--- src/rtl/seq_ctrl_defs_pkg.sv ---
// seq_ctrl_defs: shared definitions for the 101101 detector run controller.
//   state_e    : controller FSM encoding (3-bit, fixed values)
//   MODE_*     : detector mode encoding driven on det_m
//   DEF_WIDTH  : default test word width
//   DEF_CNT_W  : default match counter width
package seq_ctrl_defs;

  typedef enum logic [2:0] {
    ST_IDLE  = 3'd0,
    ST_ARM   = 3'd1,
    ST_SHIFT = 3'd2,
    ST_FLUSH = 3'd3,
    ST_DONE  = 3'd4
  } state_e;

  localparam logic MODE_MOORE = 1'b0;
  localparam logic MODE_MEALY = 1'b1;

  localparam int DEF_WIDTH = 16;
  localparam int DEF_CNT_W = 4;

endpackage

--- src/rtl/seq_detect_controller_rise_detect.sv ---
// rise_detect: registered copy of a level input and its rising-edge pulse.
//   clk   : clock
//   reset : async active-low reset
//   in    : level input (the start button)
//   rise  : in & ~in_q
// The history register resets to 1 so a button already held when reset
// releases is not seen as a fresh press.
module rise_detect (
  input  logic clk,
  input  logic reset,
  input  logic in,
  output logic rise
);

  logic in_q;

  always_ff @(posedge clk or negedge reset) begin
    if (!reset) in_q <= 1'b1;
    else        in_q <= in;
  end

  assign rise = in & ~in_q;

endmodule

--- src/rtl/seq_detect_controller.sv ---
// seq_detect_controller: run controller for the 101101 serial detector.
// Loads a WIDTH-bit word and mode on a start rise, holds the detector
// cleared for one cycle, shifts the word out MSB-first on det_x, gives one
// flush cycle for a trailing Moore output, then reports a saturating count
// of det_z pulses with done.
//   clk, reset         : clock, async active-low reset
//   start, mode, word  : run request (level, rise-triggered), mode, pattern
//   det_z              : detector Z
//   det_x, det_m       : serial bit / latched mode to detector
//   det_clear          : hold detector in reset
//   busy, done         : run in progress / result valid
//   match_cnt, bit_idx : match count, index of bit on det_x
// Optional (macro SEQ_CTRL_MATCH_MAP_EN): match_map, one bit per bit index
// that completed a counted match.
module seq_detect_controller
  import seq_ctrl_defs::*;
#(
  parameter int WIDTH = DEF_WIDTH,
  parameter int CNT_W = DEF_CNT_W
) (
  input  logic                       clk,
  input  logic                       reset,
  input  logic                       start,
  input  logic                       mode,
  input  logic [WIDTH-1:0]           word,
  input  logic                       det_z,
  output logic                       det_x,
  output logic                       det_m,
  output logic                       det_clear,
  output logic                       busy,
  output logic                       done,
  output logic [CNT_W-1:0]           match_cnt,
  output logic [$clog2(WIDTH+1)-1:0] bit_idx
`ifdef SEQ_CTRL_MATCH_MAP_EN
  ,
  output logic [WIDTH-1:0]           match_map
`endif
);

  localparam int IDX_W = $clog2(WIDTH+1);

  state_e           state, nxt;
  logic             rise;
  logic [WIDTH-1:0] shift_reg;
  logic             z_seen;

  rise_detect u_rise (
    .clk   (clk),
    .reset (reset),
    .in    (start),
    .rise  (rise)
  );

  // ---------------------------------------------------------------- FSM
  always_ff @(posedge clk or negedge reset) begin
    if (!reset) state <= ST_IDLE;
    else        state <= nxt;
  end

  always_comb begin
    nxt       = state;
    det_x     = 1'b0;
    det_clear = 1'b1;
    busy      = 1'b0;
    done      = 1'b0;
    case (state)
      ST_IDLE:  if (rise) nxt = ST_ARM;
      ST_ARM: begin
        busy = 1'b1;
        nxt  = ST_SHIFT;
      end
      ST_SHIFT: begin
        busy      = 1'b1;
        det_clear = 1'b0;
        det_x     = shift_reg[WIDTH-1];
        if (bit_idx == IDX_W'(WIDTH-1)) nxt = ST_FLUSH;
      end
      // det_x stays 0; detector runs one more clock so a Moore match on
      // the last bit becomes visible on det_z.
      ST_FLUSH: begin
        busy      = 1'b1;
        det_clear = 1'b0;
        nxt       = ST_DONE;
      end
      ST_DONE: begin
        done = 1'b1;
        if (rise) nxt = ST_ARM;
      end
      default:  nxt = ST_IDLE;
    endcase
  end

  // Z is only meaningful while the detector is out of clear.
  assign z_seen = det_z & ((state == ST_SHIFT) | (state == ST_FLUSH));

  // ----------------------------------------------------------- datapath
  always_ff @(posedge clk or negedge reset) begin
    if (!reset) begin
      shift_reg <= '0;
      det_m     <= MODE_MOORE;
      match_cnt <= '0;
      bit_idx   <= '0;
    end else begin
      case (state)
        ST_IDLE, ST_DONE: begin
          if (rise) begin
            shift_reg <= word;
            det_m     <= mode;
          end
        end
        ST_ARM: begin
          match_cnt <= '0;
          bit_idx   <= '0;
        end
        ST_SHIFT: begin
          shift_reg <= {shift_reg[WIDTH-2:0], 1'b0};
          bit_idx   <= bit_idx + IDX_W'(1);
        end
        default: ;
      endcase
      // Saturate rather than wrap.
      if (z_seen && (match_cnt != {CNT_W{1'b1}}))
        match_cnt <= match_cnt + CNT_W'(1);
    end
  end

`ifdef SEQ_CTRL_MATCH_MAP_EN
  // Mealy Z belongs to the bit on det_x now; Moore Z lags one clock, so it
  // belongs to the previous bit (FLUSH, bit_idx==WIDTH, maps to WIDTH-1).
  logic [IDX_W-1:0] map_idx;
  logic             map_ok;

  always_comb begin
    map_idx = bit_idx;
    map_ok  = bit_idx < IDX_W'(WIDTH);
    if (det_m == MODE_MOORE) begin
      map_idx = bit_idx - IDX_W'(1);
      map_ok  = bit_idx != '0;
    end
  end

  always_ff @(posedge clk or negedge reset) begin
    if (!reset)                  match_map <= '0;
    else if (state == ST_ARM)    match_map <= '0;
    else if (z_seen && map_ok)   match_map <= match_map | (WIDTH'(1) << map_idx);
  end
`endif

endmodule

--- config.mk ---
export PLATFORM = sky130hd
export DESIGN_NAME = seq_detect_controller
export DESIGN_NICKNAME = d
export VERILOG_FILES = /design/src/rtl/seq_ctrl_defs_pkg.sv /design/src/rtl/seq_detect_controller_rise_detect.sv /design/src/rtl/seq_detect_controller.sv
export SDC_FILE = /design/constraint.sdc
export NUM_CORES = 1
export LEC_CHECK = 0
export BUFFER_PORTS_ARGS = -buffer_cell sky130_fd_sc_hd__buf_4
export CORE_ASPECT_RATIO = 0.8
export CORE_MARGIN = 1.5
export CORE_UTILIZATION = 53
export CTS_CLUSTER_DIAMETER = 150
export DETAILED_ROUTE_END_ITERATION = 7
export GPL_TIMING_DRIVEN = 1
export HOLD_SLACK_MARGIN = 0.03
export PLACE_DENSITY_LB_ADDON = 0.08
export RECOVER_POWER = 100
export SYNTH_ARGS = -nofsm -noshare
export SYNTH_HDL_FRONTEND = slang
export SYNTH_SLANG_ARGS = --single-unit
--- constraint.sdc ---
create_clock -name clk -period 2.1 [get_ports clk]
set_clock_uncertainty 0.1 [all_clocks]
set_input_delay 0.315 -clock clk [delete_from_list [all_inputs] [get_ports clk]]
set_output_delay 0.315 -clock clk [all_outputs]
set_load 0.1 [all_outputs]
After elaboration in Yosys (flattened, before gate mapping)
Cells that the tools add are included.
{ "op_classes": {"add_sub_neg": 2, "eq_ne": 8, "muxes": 12, "bitwise": 4, "reduce_logical": 11} }
{ "op_table": {"columns": ["cell", "n"], "rows": [
  ["$pmux 16 s2", 1],
  ["$mux 16", 1],
  ["$pmux 3 s4", 1],
  ["$pmux 5 s2", 1],
  ["$mux 4", 2],
  ["$eq 3x2->1 const B", 2],
  ["$mux 3", 2],
  ["$reduce_and 2->1", 3],
  ["$reduce_bool 2->1", 3],
  ["$add 5x1->5 const B", 1],
  ["$eq 5x4->1 const B", 1],
  ["$add 4x1->4 const B", 1],
  ["$mux 1", 4],
  ["$ne 4x4->1 const B", 1],
  ["$reduce_or 2->1", 2],
  ["$eq 3x1->1 const B", 1],
  ["$eq 3x3->1 const B", 1],
  ["$logic_not 3->1", 1],
  ["$reduce_or 3->1", 1],
  ["$and 1x1->1", 2],
  ["$ne 2x1->1 const B", 1],
  ["$ne 2x2->1 const B", 1],
  ["$logic_and 1x1->1", 1],
  ["$not 1->1", 1],
  ["$or 1x1->1", 1]
]} }
{ "word_totals": {"register_bits": 30, "word_cells": 43} }

Depth between registers and ports, before layout
Gate-level depths: netlist of run 1.
{ "depth": {"word_depth": 5, "mapped_depth": 6, "mapped_depth_nobuf": 6} }

By module
From an unflattened synthesis of run 1, not the netlist that was laid out.
{ "unflattened": {"cells_unflattened": 138, "area_unflattened_um2": 1526.5} }
{ "modules_own_cells": {"columns": ["mod", "instances", "cells_per_inst", "area_each_um2"], "rows": [
  ["seq_detect_controller", 1, 136, 1486.4],
  ["rise_detect", 1, 2, 40.0]
]} }

Worst setup path after synthesis of run 1
OpenSTA, ideal clock, no wires.
{ "synth_timing": {"path_type": "register to output", "from": "register state[1]", "to": "output busy", "arrival_ns": 1.795, "path_slack_ns": -0.110, "stages_incl_launch_ff": 4, "path_buffers": 1, "path_cell_list": "dfrtp_1 buf_4 nor2_1 nor2_1"} }
{ "synth_via": {"elab_chain_len": 3} }
{ "synth_rtl": {"columns": ["element", "line", "rtl"], "rows": [
  ["start, declared", "seq_detect_controller.sv:42", "state_e state, nxt;"],
  ["start signal, assigned", "seq_detect_controller.sv:57", "else state <= nxt;"],
  ["$eq 3x2->1 / $eq 3x1->1 (equally long branches)", "seq_detect_controller.sv:66", "case (state)"],
  ["$reduce_or 3->1 (no source line) *", null, null],
  ["$mux 1 *", "seq_detect_controller.sv:66", null],
  ["end, declared", "seq_detect_controller.sv:30", "output logic busy,"]
]} }
Every way passes the cells marked *; elsewhere a longest branch is shown, timed or not.

Worst setup path in the final report of run 1
{ "layout_timing": {"from": "input start", "to": "register shift_reg[3]"} }
{ "layout_via": {"elab_chain_len": 3} }
{ "layout_rtl": {"columns": ["element", "line", "rtl"], "rows": [
  ["start, declared", "seq_detect_controller.sv:23", "input logic start,"],
  ["$and 1x1->1", "seq_detect_controller_rise_detect.sv:22", "assign rise = in & ~in_q;"],
  ["$ne 2x1->1 (no source line)", null, null],
  ["$reduce_and 2->1 (no source line)", null, null],
  ["end signal, assigned", "seq_detect_controller.sv:107", "shift_reg <= word;"],
  ["end signal, assigned", "seq_detect_controller.sv:116", "shift_reg <= {shift_reg[WIDTH-2:0], 1'b0};"],
  ["end, declared", "seq_detect_controller.sv:44", "logic [WIDTH-1:0] shift_reg;"]
]} }
Every way passes these cells.
A chain may end at the register's enable or synchronous reset.

==> impl_metrics.csv, run 1 <==
group,metric,value,unit
sta,hold_viol_final,0,
critical_path,r2r-start,"state[0]$_DFFE_PN0P_",
drt,wl,2950,um
yosys,synth.top_cells.by_count,"dfrtp_1, nand2_1, a22oi_1",
drt,route.met3.wl,111,um
sta,relSlewSlack,51.2,%
sta,min_period,1.98,ns
yosys,yosys_register_bits,30,
clock_tree,cts_tree,"built",
critical_path,reg2reg_slack,0.21,ns
critical_path,crit_fanout,16,
critical_path,cp-startpoint,"start",
clock_tree,numCtsBuffers,5,
global_routing,grt_pass1_vias,1099,
critical_path,crit_path_start_kind,"input pin",
sta,tightestPinTransition,0.732,ns
clock_tree,cts_setup_buffers,0,
global_routing,antenna_found_initial,0,
placement,io_buffers,34,
sta,slew_violations,0,
layout,area_delta_synth_final,16.4,%
clock_tree,numClockSinks,30,
drt,drtPass1Iterations,4,
global_routing,grt_pass1_wl,5090,um
clock_tree,htree_levels,2,
sta,rsz0062_at_grt,"no",
clock_tree,insertion_delay,0.32,ns
drt,top_layer_used,"met4",
layout,layout.cells.non_filler,216,
floorplanning,io-pin-count,35,
clock_tree,clockBufferDepth,2,
drt,drc_errors,0,
sta,timing.fmax,505,MHz
yosys,synth_area,0.00151,mm2
floorplanning,dieWidth,62.7,um
critical_path,end_kind,"flop",
yosys,synth_edf_count,0,
sta,post-route-period-util,94.3,%
yosys,synth_area_leaders,"dfrtp_1, nand3_2, a22oi_1",
outcome,status,"finished, final reports clean",
layout,largest_reg_flops,16,
drt,vias,1166,
clock_tree,cts-root-buf,"clkbuf_4",
critical_path,critPathKind,"in -> reg",
sta,setup_viol,0,
sta,setup-tns-final,0,ns
yosys,synth_top_area_share,48.0,%
job,max_cap_viol_count,0,
yosys,ys.warnings.count,0,
yosys,yosysSeqAreaShare,49.8,%
global_routing,grt_max_degree,31,
placement,dpl.cell_count,207,
yosys,synth-main-ff-cell,"dfrtp_1",
drt,wl_met2,1400,um
yosys,syn_area_per_cell,10.6,um2
yosys,ys_types,37,
clock_tree,path_clk_slew,0.08,ns
floorplanning,core.rowCount,17,
floorplanning,start_util,55.1,%
yosys,syn_nets,166,
global_routing,grt_overflow,0,
critical_path,cp.required,2.21,ns
critical_path,arrival,2.09,ns
drt,viasPerCell,5.40,
yosys,syn_inst,142,
floorplanning,die-area,0.00318,mm2
placement,gp_congestion,0.757,
drt,wl_met1,1420,um
floorplanning,core_area,0.00274,mm2
drt,drtIter0Drc,44,
hold_path,hold_path_class,"in -> reg",
placement,dp_hpwl,2050,um
layout,nets,202,
hold_path,min_from,"mode",
layout,drive_above_1_share,30.9,%
yosys,yosysTopAreaCell,"dfrtp_1",
drt,ant_nets,0,
yosys,synthArstFlopShare,100,%
layout,n_antenna_cell,0,
floorplanning,die_h,50.8,um
global_routing,grt_usage,21.2,%
drt,drt-wirelength-per-cell,13.6,um
yosys,synth_most_common_cell,"dfrtp_1",
[routing by layer]
layer | global-route usage [%] | up-vias
met2 | 33.5 | 24
li1 | - | 575
met4 | 6.67 | 0
met1 | 27.5 | 565
met3 | 7.62 | 2
met5 | 0 | -
[cell type report]
type | count | area (um2)
Fill cell | 236 | 985
Sequential cell | 30 | 753
Multi-Input combinational cell | 96 | 634
Timing Repair Buffer | 39 | 256
Tap cell | 38 | 47.5
Clock buffer | 7 | 45.0
Inverter | 6 | 22.5
[kinds of logic (layout without fill, tap and decap cells)]
group | count (synthesis) | count (layout) | synth area share (%)
fa+ha+maj | 3 | 3 | 2.48
simple gates | 59 | 59 | 24.1
xor+xnor | 3 | 3 | 1.74
flops | 30 | 30 | 49.8
mux | 2 | 2 | 1.32
buf+inv | 16 | 52 | 7.28
compound gates | 29 | 29 | 13.3
[layout by cell type, fill, tap and decap left out, types with 2 or more instances in the layout]
cell type      Yosys  layout
nand2_1           17      17
dfrtp_1           29      28
o211ai_1           2       2
nor2_1             8       7
dlygate4sd3_1      0       2
nor3_1             5       5
or2_2              2       2
o21ai_0            4       4
mux2i_1            2       2
nand3_1            3       7
o22ai_1            7       7
clkbuf_4           0       5
and3_1             2       2
inv_1              6       6
buf_4              2      21
clkbuf_2           0      14
nand2b_1           2       2
xnor2_1            3       3
clkbuf_1           1       3
nand3_2            9       5
a22o_1             3       3
ha_1               3       3
a22oi_1           10      10
[metrics by stage]
step | setup WS (ns) | util [%] | hold slack [ns] | area, um2
after global placement | 0.438 | 64.1 | 0.160 | 1760
after CTS | 0.0470 | 66.4 | 0.0724 | 1820
after floorplan | 0.0904 | - | -0.0806 | 1520
after detailed placement | 0.396 | 64.1 | 0.165 | 1760
after global routing | 0.0396 | 64.1 | 0.0975 | 1760
final | 0.121 | 64.1 | 0.0826 | 1760
[path summary, 6_finish.rpt]
path	end	cells past startpoint
max	shift_reg[3]$_DFFE_PN0P_	5
min	det_m$_DFFE_PN0P_	3
max reg2reg	shift_reg[3]$_DFFE_PN0P_	3
min reg2reg	det_m$_DFFE_PN0P_	2
max in group asynchronous	state[1]$_DFFE_PN0P_	2
min in group asynchronous	shift_reg[0]$_DFFE_PN0P_	2
[timing repair]
action	4_1_cts	5_1_grt
setup endpoints to repair	0	1
gates resized for setup	0	1
hold buffers	2	0
hold endpoints to repair	30	0
[critical path, cell delays in order]
cell and delay, ns:
dlygate4sd3_1 0.52, clkbuf_1 0.17, or4b_1 0.78, o22ai_1 0.24, nor2_1 0.07
Power of run 1 is left out: the tool's default activity adds up to more than one toggle a clock period on the data nets, which glitch-free logic cannot reach.
==> inputs of run 2 (changes only) <==
--- a/config.mk
+++ b/config.mk
@@ -5,12 +5,14 @@
 export SDC_FILE = /design/constraint.sdc
 export NUM_CORES = 1
 export LEC_CHECK = 0
+export ABC_AREA = 1
 export BUFFER_PORTS_ARGS = -buffer_cell sky130_fd_sc_hd__buf_4
 export CORE_ASPECT_RATIO = 0.8
-export CORE_MARGIN = 1.5
+export CORE_MARGIN = 8
 export CORE_UTILIZATION = 53
 export CTS_CLUSTER_DIAMETER = 150
 export DETAILED_ROUTE_END_ITERATION = 7
+export GPL_ROUTABILITY_DRIVEN = 1
 export GPL_TIMING_DRIVEN = 1
 export HOLD_SLACK_MARGIN = 0.03
 export PLACE_DENSITY_LB_ADDON = 0.08
==> run 2 against run 1 <==
Effect of this change:
- critical path depth fell by 2
- synthesized cell count rose by 35%
- clock-buffer cell count rose by 1
- via count rose by 22%
- design area rose by 8.7%
- cell count rose by 24%
- die area rose by 55%
- flip-flop and latch count did not move
- setup slack improved by 0.062 ns
- sequential share of layout area fell by 3.5 points
==> impl_metrics.csv, run 2 <==
group,metric,value,unit
outcome,status,"finished, final reports clean",
pwr,leakagePower,0.00101,uW
drt,route.met3.wl,177,um
global_routing,grt_pass1_wl,6510,um
drt,drc_errors,0,
drt,vias,1422,
yosys,synthXorXnorAreaFrac,0,%
sta,slew_violations,0,
clock_tree,clockBufferDepth,2,
sta,tightestPinTransition,0.723,ns
layout,area_delta_synth_final,22.9,%
clock_tree,numCtsBuffers,5,
yosys,synthMuxAreaShare,0,%
yosys,synth_area_leaders,"dfrtp_1, nand3_1, nand2_1",
clock_tree,cts-root-buf,"clkbuf_8",
clock_tree,insertion_delay,0.28,ns
critical_path,critPathKind,"reg -> out",
drt,drtIter0Drc,111,
job,max_cap_viol_count,0,
sta,setup_viol,0,
layout,nets,253,
floorplanning,die-area,0.00493,mm2
floorplanning,start_util,55.8,%
drt,viasPerCell,5.31,
clock_tree,path_clk_slew,0.06,ns
critical_path,end_kind,"output pin",
yosys,ys.warnings.count,0,
drt,wl,3530,um
sta,timing.fmax,522,MHz
layout,multi_input_area,684,um2
floorplanning,die_h,64.5,um
global_routing,antenna_found_initial,0,
drt,drt-wirelength-per-cell,13.2,um
critical_path,crit_path_start_kind,"flop",
layout,fill_cells,237,
critical_path,arrival,1.50,ns
floorplanning,io-pin-count,35,
yosys,synth_area,0.00156,mm2
yosys,syn_inst,191,
placement,dpl.cell_count,259,
yosys,synthArstFlopShare,100,%
drt,drtPass1Iterations,4,
yosys,synth_most_common_cell,"nand3_1",
floorplanning,core_area,0.00279,mm2
critical_path,crit_fanout,6,
yosys,synth-main-ff-cell,"dfrtp_1",
sta,relSlewSlack,51.8,%
sta,hold_viol_final,0,
global_routing,grt_usage,15.7,%
placement,gp_congestion,0.781,
clock_tree,htree_levels,2,
yosys,syn_area_per_cell,8.14,um2
global_routing,grt_pass1_vias,1519,
yosys,syn_nets,215,
layout,seqCellArea,752,um2
layout,final_util,68.6,%
placement,io_buffers,34,
yosys,synth_top_family_by_area,"simple AND/OR/NAND/NOR gates",
pwr,power_density,1700,mW/mm2
layout,drive_above_1_share,23.9,%
yosys,ys_types,22,
yosys,synth-compound-area-share,1.93,%
clock_tree,cts_tree,"built",
drt,wl_met2,1790,um
floorplanning,dieWidth,76.6,um
sta,post-route-period-util,91.3,%
layout,final_common_cell,"nand3_1",
layout,largest_reg_flops,16,
yosys,yosys_register_bits,30,
yosys,synth_fa_ha_area_share,2.41,%
global_routing,grt_overflow,0,
global_routing,grt_max_degree,31,
hold_path,hold_path_class,"in -> reg",
yosys,synth_top_area_share,46.7,%
clock_tree,cts_setup_buffers,0,
layout,final_cell_mix,"nand3_1, nand2_1, dfrtp_1, buf_4, nor2_1",
clock_tree,numClockSinks,30,
sta,rsz0062_at_grt,"no",
drt,ant_nets,0,
yosys,yosysSeqAreaShare,48.4,%
layout,n_antenna_cell,0,
yosys,synthSimpleGateAreaFrac,39.3,%
yosys,synth_edf_count,0,
layout,layout.cells.non_filler,268,
yosys,synth.top_cells.by_count,"nand3_1, nand2_1, dfrtp_1",
sta,min_period,1.92,ns
drt,wl_met1,1520,um
floorplanning,core.rowCount,17,
critical_path,cp.required,1.68,ns
sta,setup-tns-final,0,ns
placement,dp_hpwl,2570,um
yosys,yosysTopAreaCell,"dfrtp_1",
drt,top_layer_used,"met4",
pwr,ir_drop,0.651,mV
run 2: cell count changes after synthesis, moves of 8 or more:
cell / previous run / this run
nand3_2: 9 / 1
nand2_1: 17 / 43
inv_1: 6 / 16
nand3_1: 3 / 48
nor2_1: 8 / 21
a22oi_1: 10 / 0
run 2: area by class of cell:
| class | instances | area share, % |
|---|---|---|
| inverters | 17 | 3.34 |
| clock buffers | 8 | 5.76 |
| well taps | 38 | 2.49 |
| flip-flops and latches | 30 | 39.3 |
| multi-input cells | 136 | 35.8 |
| repair buffers | 39 | 13.3 |
run 2: metal layers:
layer	vias to the layer above	global-route usage [%]
met4	0	7.18
met3	5	4.13
met2	41	27.6
li1	700	-
met1	676	17.8
met5	-	0
run 2: logic make-up (layout without fill, tap and decap cells):
logic type                 Yosys count  after routing
adders and majority gates            3              3
buffers and inverters               25             64
and+or+nand+nor                    127            127
DFF                                 30             30
AOI/OAI and AO/OA                    6              6
run 2: report_power, final:
group,internal (uW),total [uW],switching (uW)
combinational,397,1680,1280
clock,331,545,214
sequential,817,1030,210
total,1540,3250,1710
run 2: worst max-delay path, cell delays in order, from the launching register on:
cell and delay [ns]:
dfrtp_1 0.55, nor2_1 0.13, nor2_2 0.10, buf_2 0.43
run 2: through the flow:
stage,cell area (um2),power (uW),worst slack (ns),hold WS (ns)
after detailed placement,1840,2800,0.555,0.163
after global routing,1910,3480,0.103,0.0338
after global placement,1840,2740,0.593,0.166
after CTS,1960,3350,0.253,0.0467
after floorplan,1570,2430,-0.0135,-0.0806
final,1910,3250,0.183,0.0399
run 2: repair_timing:
item,4_1_cts,5_1_grt
hold buffers,1,0
hold endpoints to repair,29,0
resized for setup,0,0
run 2: worst paths after layout:
| path | start | endpoint | slack [ns] | depth (start not counted) |
|---|---|---|---|---|
| max in group asynchronous | reset | match_cnt[0]$_DFFE_PN0P_ | 0.91 | 2 |
| setup reg to reg | state[0]$_DFFE_PN0P_ | shift_reg[4]$_DFFE_PN0P_ | 0.31 | 6 |
| hold reg to reg | det_m$_DFFE_PN0P_ | det_m$_DFFE_PN0P_ | 0.38 | 2 |
| setup / recovery | state[0]$_DFFE_PN0P_ | busy | 0.18 | 3 |
| hold / removal | start | u_rise.in_q$_DFF_PN1_ | 0.04 | 1 |
| min in group asynchronous | reset | shift_reg[5]$_DFFE_PN0P_ | 0.52 | 2 |
No activity file was read; power rests on OpenSTA's default activity.
